--- src/rtl/sort_job_arbiter.sv ---
// Round-robin front end that shares one 4-element sort engine between N_REQ requesters.
// Each job is accepted, issued with a start pulse, and its result (or a timeout error) is returned to the winning requester.
module sort_job_arbiter #(
  parameter int N_REQ   = 2,
  parameter int W       = 4,
  parameter int TIMEOUT = 15
) (
  input  logic                   clk,
  input  logic                   rst,
  input  logic [N_REQ-1:0]       req_valid,
  input  logic [N_REQ*4*W-1:0]   req_data,
  output logic [N_REQ-1:0]       req_ready,
  output logic [N_REQ-1:0]       rsp_valid,
  input  logic [N_REQ-1:0]       rsp_ready,
  output logic [4*W-1:0]         rsp_data,
  output logic                   rsp_err,
  output logic                   eng_start,
  output logic [4*W-1:0]         eng_x,
  input  logic                   eng_done,
  input  logic [4*W-1:0]         eng_s,
  output logic                   busy,
  output logic [1:0]             grant_id
);

  localparam int IW = (N_REQ > 2) ? 2 : 1;

  typedef enum logic [1:0] {
    IDLE  = 2'd0,
    ISSUE = 2'd1,
    WAIT  = 2'd2,
    RESP  = 2'd3
  } state_t;

  state_t          state_q, state_d;
  logic [IW-1:0]   rr_ptr_q, rr_ptr_d;
  logic [IW-1:0]   grant_q, grant_d;
  logic [4*W-1:0]  eng_x_q, eng_x_d;
  logic [4*W-1:0]  rsp_data_q, rsp_data_d;
  logic            rsp_err_q, rsp_err_d;
  logic [7:0]      wait_cnt_q, wait_cnt_d;

  logic            win_found;
  logic [IW-1:0]   win_idx;
  int              scan;

  // Rotating priority search starting at rr_ptr
  always_comb begin
    win_found = 1'b0;
    win_idx   = '0;
    scan      = 0;
    for (int k = 0; k < N_REQ; k++) begin
      scan = int'(rr_ptr_q) + k;
      if (scan >= N_REQ) scan = scan - N_REQ;
      if (!win_found && req_valid[IW'(scan)]) begin
        win_found = 1'b1;
        win_idx   = IW'(scan);
      end
    end
  end

  always_ff @(posedge clk or posedge rst) begin
    if (rst) begin
      state_q    <= IDLE;
      rr_ptr_q   <= '0;
      grant_q    <= '0;
      eng_x_q    <= '0;
      rsp_data_q <= '0;
      rsp_err_q  <= 1'b0;
      wait_cnt_q <= '0;
    end else begin
      state_q    <= state_d;
      rr_ptr_q   <= rr_ptr_d;
      grant_q    <= grant_d;
      eng_x_q    <= eng_x_d;
      rsp_data_q <= rsp_data_d;
      rsp_err_q  <= rsp_err_d;
      wait_cnt_q <= wait_cnt_d;
    end
  end

  always_comb begin
    state_d    = state_q;
    rr_ptr_d   = rr_ptr_q;
    grant_d    = grant_q;
    eng_x_d    = eng_x_q;
    rsp_data_d = rsp_data_q;
    rsp_err_d  = rsp_err_q;
    wait_cnt_d = wait_cnt_q;
    req_ready  = '0;
    rsp_valid  = '0;
    eng_start  = 1'b0;

    unique case (state_q)
      IDLE: begin
        if (win_found) begin
          req_ready[win_idx] = 1'b1;
          eng_x_d            = req_data[int'(win_idx)*4*W +: 4*W];
          grant_d            = win_idx;
          state_d            = ISSUE;
        end
      end
      ISSUE: begin
        eng_start  = 1'b1;
        wait_cnt_d = '0;
        state_d    = WAIT;
      end
      // A completion on the last allowed cycle still counts as success
      WAIT: begin
        if (eng_done) begin
          rsp_data_d = eng_s;
          rsp_err_d  = 1'b0;
          state_d    = RESP;
        end else if (wait_cnt_q == 8'(TIMEOUT - 1)) begin
          rsp_data_d = '0;
          rsp_err_d  = 1'b1;
          state_d    = RESP;
        end else begin
          wait_cnt_d = wait_cnt_q + 8'd1;
        end
      end
      RESP: begin
        rsp_valid[grant_q] = 1'b1;
        if (rsp_ready[grant_q]) begin
          if (grant_q == IW'(N_REQ - 1)) rr_ptr_d = '0;
          else                            rr_ptr_d = grant_q + 1'b1;
          state_d = IDLE;
        end
      end
      default: state_d = IDLE;
    endcase
  end

  assign rsp_data = rsp_data_q;
  assign rsp_err  = rsp_err_q;
  assign eng_x    = eng_x_q;
  assign busy     = (state_q != IDLE);
  assign grant_id = 2'(grant_q);

endmodule

--- config.mk ---
export PLATFORM = sky130hd
export DESIGN_NAME = sort_job_arbiter
export DESIGN_NICKNAME = d
export VERILOG_FILES = /design/src/rtl/sort_job_arbiter.sv
export SDC_FILE = /design/constraint.sdc
export NUM_CORES = 1
export LEC_CHECK = 0
export ABC_CLOCK_PERIOD_IN_PS = 2500
export CAP_MARGIN = 10
export CORE_AREA = 10 10 63 117
export DETAILED_ROUTE_END_ITERATION = 10
export DIE_AREA = 0 0 73 127
export PLACE_DENSITY = 0.83
export SYNTH_ARGS = -nofsm -noshare
export SYNTH_HDL_FRONTEND = slang
export SYNTH_SLANG_ARGS = --single-unit
--- constraint.sdc ---
create_clock -name clk -period 2.5 [get_ports clk]
set_clock_uncertainty 0.15 [all_clocks]
set_input_delay 0.5 -clock clk [delete_from_list [all_inputs] [get_ports clk]]
set_output_delay 0.5 -clock clk [all_outputs]
set_load 0.005 [all_outputs]
# Word level (Yosys, flattened, before mapping)
# Cells that the tools add are included.
dict set report classes {
  add_sub_neg 5
  mul 0
  div_mod_pow 0
  order_cmp 8
  eq_ne 9
  n_shift 1
  muxes 33
  n_bitwise 0
  reduce_logical 13
}
# op count
set ops {}
lappend ops {{2-to-1 mux 16 bit} 2}
lappend ops {{variable part select 32 x 6 -> 16 bit} 1}
lappend ops {{2-to-1 mux 1 bit} 18}
lappend ops {{2-to-1 mux 8 bit} 2}
lappend ops {{one-hot mux 8 bit (2 select lines)} 1}
lappend ops {{2-to-1 mux 2 bit} 7}
lappend ops {{adder 8 x 1 -> 8 bit, second input constant} 1}
lappend ops {{== test 8 x 4 -> 1 bit, second input constant} 1}
lappend ops {{inequality test 2 bit, second input constant} 4}
lappend ops {{one-hot mux 2 bit (4 select lines)} 1}
lappend ops {{less-than comparator 1 x 3 -> 1 bit, second input constant} 2}
lappend ops {{AND reduction 2 bit} 3}
lappend ops {{AND reduction 3 bit} 2}
lappend ops {{nonzero test 2 bit} 3}
lappend ops {{== test 2 bit, second input constant} 2}
lappend ops {{less-than comparator 1 x 2 -> 1 bit, second input constant} 2}
lappend ops {{logical AND 1 bit} 3}
lappend ops {{inequality test 3 bit, second input constant} 1}
lappend ops {{adder 1 x 1 -> 2 bit, second input constant} 1}
lappend ops {{demux 1 bit (select 1 bit)} 2}
lappend ops {{== test 2 x 1 -> 1 bit, second input constant} 1}
lappend ops {{>= comparator 1 bit, second input constant} 2}
lappend ops {{>= comparator 1 x 2 -> 1 bit, second input constant} 1}
lappend ops {{>= comparator 2 bit, second input constant} 1}
lappend ops {{4 further kinds} 5}
dict set report totals {
  reg_bits 45
  latch_bits 0
  ram_bits 0
  mem_bits_ro 0
  in_bits 55
  out_inout_bits 41
  word_cells 76
  n_memories 0
}

# Depth between registers and ports, before layout
dict set report depth {
  depth_word 15
  mapped_depth 7
  mapped_depth_nobuf 6
}

# Worst setup path before layout
# OpenSTA, ideal clock, no wires.
dict set report synth_path {
  path_kind {register to register}
  from {reg wait_cnt_q[0]}
  to {reg wait_cnt_q[3]}
  setup_time_ns 0.129
  t_arrival_ns 1.551
  t_required_ns 2.221
  setup_slack_ns 0.670
  stages_incl_launch_ff 8
  n_path_buf 1
  synth_period_minus_slack_ns 1.830
  path_cell_list {dfrtp_1 -> inv_1 -> ha_1 -> and3_1 -> a211o_1 -> buf_2 -> o211ai_1 -> o31ai_1}
}
dict set report synth_between {
  elab_chain_cells 4
  elab_cells_between_ends 7
  cone_classes {add/sub (1); eq/ne (2); mux (3); reduce/logical (1)}
}
# item line
set synth_lines {}
lappend synth_lines {{start, declared} 40} ;# logic [7:0] wait_cnt_q, wait_cnt_d;
lappend synth_lines {{start signal, assigned} 77} ;# wait_cnt_q <= wait_cnt_d;
lappend synth_lines {{adder 8 x 1 -> 8 bit} 118} ;# wait_cnt_d = wait_cnt_q + 8'd1;
lappend synth_lines {{2-to-1 mux 8 bit} 113} ;# end else if (wait_cnt_q == 8'(TIMEOUT - 1)) begin
lappend synth_lines {{2-to-1 mux 8 bit} 109} ;# if (eng_done) begin
lappend synth_lines {{one-hot mux 8 bit (2 select lines)} 93} ;# unique case (state_q)
# Several ways; a longest one is shown, not always the timed one. The select of a mux whose other input is x is not followed.
# A chain may end at the register's enable or synchronous reset.

# Worst setup path after layout
dict set report layout_path {
  from {in req_valid[0]}
  to {out req_ready[1]}
}
dict set report layout_between {
  elab_chain_cells 12
  elab_cells_between_ends 17
  cone_classes {order compare (2); mux (12); reduce/logical (3)}
}
# item line
set layout_lines {}
lappend layout_lines {{start, declared} 10} ;# input logic [N_REQ-1:0] req_valid,
lappend layout_lines {{2-to-1 mux 1 bit (not written as such) (2 in series)} 54} ;# if (!win_found && req_valid[IW'(scan)]) begin
lappend layout_lines {{2-to-1 mux 1 bit} 54}
lappend layout_lines {{logical NOT 1 bit} 54}
lappend layout_lines {{logical AND 1 bit} 54}
lappend layout_lines {{2-to-1 mux 1 bit} 54}
lappend layout_lines {{less-than comparator 1 x 2 -> 1 bit (not written as such) / >= comparator 1 bit (equally long branches)} 96} ;# req_ready[win_idx] = 1'b1;
lappend layout_lines {{logical AND 1 bit (not written as such)} 96}
lappend layout_lines {{2-to-1 mux 1 bit (not written as such)} 96}
lappend layout_lines {{demux 1 bit (select 1 bit)} 96}
lappend layout_lines {{2-to-1 mux 2 bit (*)} 95} ;# if (win_found) begin
lappend layout_lines {{2-to-1 mux 2 bit (*)} 93}
lappend layout_lines {{end, declared} 12} ;# output logic [N_REQ-1:0] req_ready,
# Every way passes the cells marked *; elsewhere a longest branch is shown, timed or not. The select of a mux whose other input is x is not followed.

==> results.sh <==
export IMPL_synth_xor_area_frac=0.00832
export IMPL_track_usage=0.125
export IMPL_dieArea_um2=9270
export IMPL_grt_overflow=0
export IMPL_maxCapViolations=0
export IMPL_drtAntennaViolNets=0
export IMPL_hp_class="reg -> reg"
export IMPL_startpoint_type="input port"
export IMPL_first_iter_violations=74
export IMPL_critPathRequiredTime_ps=1850
export IMPL_drive_gt1_frac=0.0714
export IMPL_die_h_um=127
export IMPL_die_w_um=73
export IMPL_syn_area_um2=2100
export IMPL_yosys_area_share_adder=0.0357
export IMPL_path_class="in -> out"
export IMPL_synth_nets=248
export IMPL_dp_slack_ps=23.8
export IMPL_grt_pass1_wl_mm=9.59
export IMPL_worst_pin_slew_ps=736
export IMPL_path_cells="clkdlybuf4s50_1, and3_1, clkdlybuf4s50_1"
export IMPL_rows=39
export IMPL_totalPowerFinal_mw=3.57
export IMPL_cts_tree="done"
export IMPL_cp_top_family="buffers and inverters"
export IMPL_postCtsHoldBufs=0
export IMPL_nets=340
export IMPL_worst_hold_slack_ps=346
export IMPL_slowest_stage="clkdlybuf4s50_1"
export IMPL_finalSetupTns_ps=0
export IMPL_areaGrowthSynthToFinish_pct=55.1
export IMPL_wirelength_mm=5.95
export IMPL_crit_fanout=3
export IMPL_clock_sinks=45
export IMPL_cts_buffer_depth=2
export IMPL_slew_violations=0
export IMPL_cts_made_buffers=5
export IMPL_firstDrtPassIters=4
export IMPL_crit_path_max_incr_delay_ps=520
export IMPL_diodes=0
export IMPL_rsz0062_at_grt="false"
export IMPL_synthSimpleGateAreaFrac=0.111
export IMPL_syn_inst=187
export IMPL_grt_pass1_vias=1925
export IMPL_routabilityCongestion=0.851
export IMPL_ys_ff_latch=45
export IMPL_cellLeakagePower_nw=1.46
export IMPL_root_buffer="clkbuf_16"
export IMPL_start_util=0.378
export IMPL_cellPowerDensity_nw_per_um2=1090
export IMPL_avgSynthCellArea_um2=11.3
export IMPL_antenna_found_initial=0
export IMPL_synth_warnings=0
export IMPL_cts_clk_slew_worst_paths_ps=60
export IMPL_synth_compound_area_share=0.172
export IMPL_core_um2=5560
export IMPL_critPathBufInv=2
export IMPL_muxShareOfSynthArea=0.0933
export IMPL_via_per_inst=5.28
export IMPL_cp_arrival_ps=1690
export IMPL_vias=1801
export IMPL_num_fill_cells=499
export IMPL_ir_drop_mv=0.775
export IMPL_relSlewSlack=0.506
export IMPL_endpoint_kind="primary output"
export IMPL_finalSetupViolCount=0
export IMPL_yosysSeqAreaShare=0.535
export IMPL_wl_per_cell_um=17.4
export IMPL_num_io_pins=96
export IMPL_fmax_mhz=428
export IMPL_final_hold_viol_count=0
export IMPL_period_minus_slack_ps=2340
export IMPL_crit_top_cell="clkdlybuf4s50_1"
export IMPL_drc=0
export IMPL_synth_top_family_by_area="compound AO/OA/AOI/OAI gates"
export IMPL_yosys_cell_types_count=38
export IMPL_grt_max_degree=34
export IMPL_synth_edff_count=0
export IMPL_io_buffers=93
export IMPL_dp_hpwl_mm=4.78
export IMPL_post_route_period_util=0.935
export IMPL_synth_flop_cell="dfrtp_1"
export IMPL_status="finished, final reports clean"
export IMPL_h_tree_depth=2
export IMPL_fin_ws_ps=161
export IMPL_async_flop_share=1.00
export IMPL_insertion_delay_ps=280
==> sequential cells by signal (all words and copies together), names as in the netlist <==
| register | flops |
|---|---|
| rsp_data | 16 |
| eng_x | 16 |
| rsp_err | 1 |
| grant_q | 1 |
| wait_cnt_q | 8 |
| rr_ptr_q | 1 |
| state_q | 2 |
==> cells in the mapped netlist (2+ instances only) <==
cell / count / area share
a21oi_1: 18 / 0.043
a22o_1: 16 / 0.067
and2_1: 3 / 0.0089
and3_1: 2 / 0.0059
buf_2: 4 / 0.0095
buf_4: 2 / 0.0071
clkbuf_1: 4 / 0.0071
dfrtp_1: 45 / 0.54
ha_1: 6 / 0.036
inv_1: 6 / 0.011
mux2i_1: 17 / 0.081
nand2_1: 9 / 0.016
nand3_1: 6 / 0.014
nor2_1: 17 / 0.030
nor2b_1: 2 / 0.0059
o211ai_1: 3 / 0.011
o21ai_0: 4 / 0.0095
o22ai_1: 2 / 0.0059
o31ai_1: 2 / 0.0071
==> report_power, final <==
part / total, mW / internal [mW] / switching, mW
clock network: 0.740 / 0.472 / 0.268
registers: 1.25 / 1.03 / 0.216
logic: 1.58 / 0.928 / 0.650
==> stage by stage <==
| step | util | instances | cell area, µm² |
|---|---|---|---|
| 5_1_grt | 0.587 | 341 | 3260 |
| 3_3_place_gp | 0.555 | 333 | 3090 |
| 4_1_cts | 0.586 | 341 | 3260 |
| 2_1_floorplan | - | 187 | 2100 |
| 3_5_place_dp | 0.555 | 333 | 3090 |
| 6_report | 0.587 | 341 | 3260 |
==> what timing repair did <==
item                       4_1_cts  5_1_grt
buffers inserted                 0        0
setup endpoints to repair        0        1
gates resized for setup          0        1
==> cell type report <==
| cell class | count | area [µm²] | share of cell area |
|---|---|---|---|
| clock buffers | 5 | 125 | 0.0383 |
| well taps | 61 | 76.3 | 0.0234 |
| clock inverters | 3 | 46.3 | 0.0142 |
| flip-flops and latches | 45 | 1130 | 0.345 |
| repair buffers | 97 | 976 | 0.299 |
| multi-input cells | 123 | 887 | 0.272 |
| inverters | 7 | 26.3 | 0.00805 |
==> worst register-to-register path, stage by stage, from the launching register on <==
cell and delay (ps):
dfrtp_1 390, inv_1 110, ha_1 310, inv_2 130
a211o_1 430, o211ai_2 160, mux2_4 320
==> metal layers <==
metal / up-vias / share of wire / GRT usage
li1: 847 / - / -
met1: 853 / 0.44 / 0.154
met2: 97 / 0.43 / 0.188
met3: 4 / 0.13 / 0.0605
met4: 0 / 0.0096 / 0.0371
met5: - / 0 / 0
==> kinds of logic (layout without fill, tap and decap cells) <==
kind of cell	Yosys count	after routing
other	1	1
and+or+nand+nor	45	45
xor gates and xnor gates	2	2
buffers and inverters	19	112
DFF	45	45
adders and majority gates	6	6
AOI/OAI and AO/OA	50	50
muxes	19	19
==> placed cells by master, fill, tap and decap left out, types with 2 or more instances in the layout <==
master / n
o22ai_1: 2
clkbuf_16: 5
and2_1: 3
nand2_1: 9
a22o_1: 16
clkdlybuf4s50_1: 92
o211ai_1: 3
nand3_1: 6
nor2b_1: 2
o31ai_1: 2
o21ai_0: 4
inv_1: 5
buf_4: 3
and3_1: 2
a21oi_1: 18
ha_1: 6
dfrtp_1: 45
nor2_1: 17
mux2i_1: 17
==> path summary, 6_finish.rpt <==
kind,startpoint,endpoint,slack (ps),depth (start not counted)
max,req_valid[0],req_ready[1],160,3
min,rsp_data[9],rsp_data[9],350,1
max reg2reg,state_q[0],state_q[1],370,6
min reg2reg,rsp_data[9],rsp_data[9],350,1
max in group asynchronous,rst,rsp_data[14],1260,3
min in group asynchronous,rst,rsp_data[8],420,2
No activity file was read; power rests on OpenSTA's default activity.
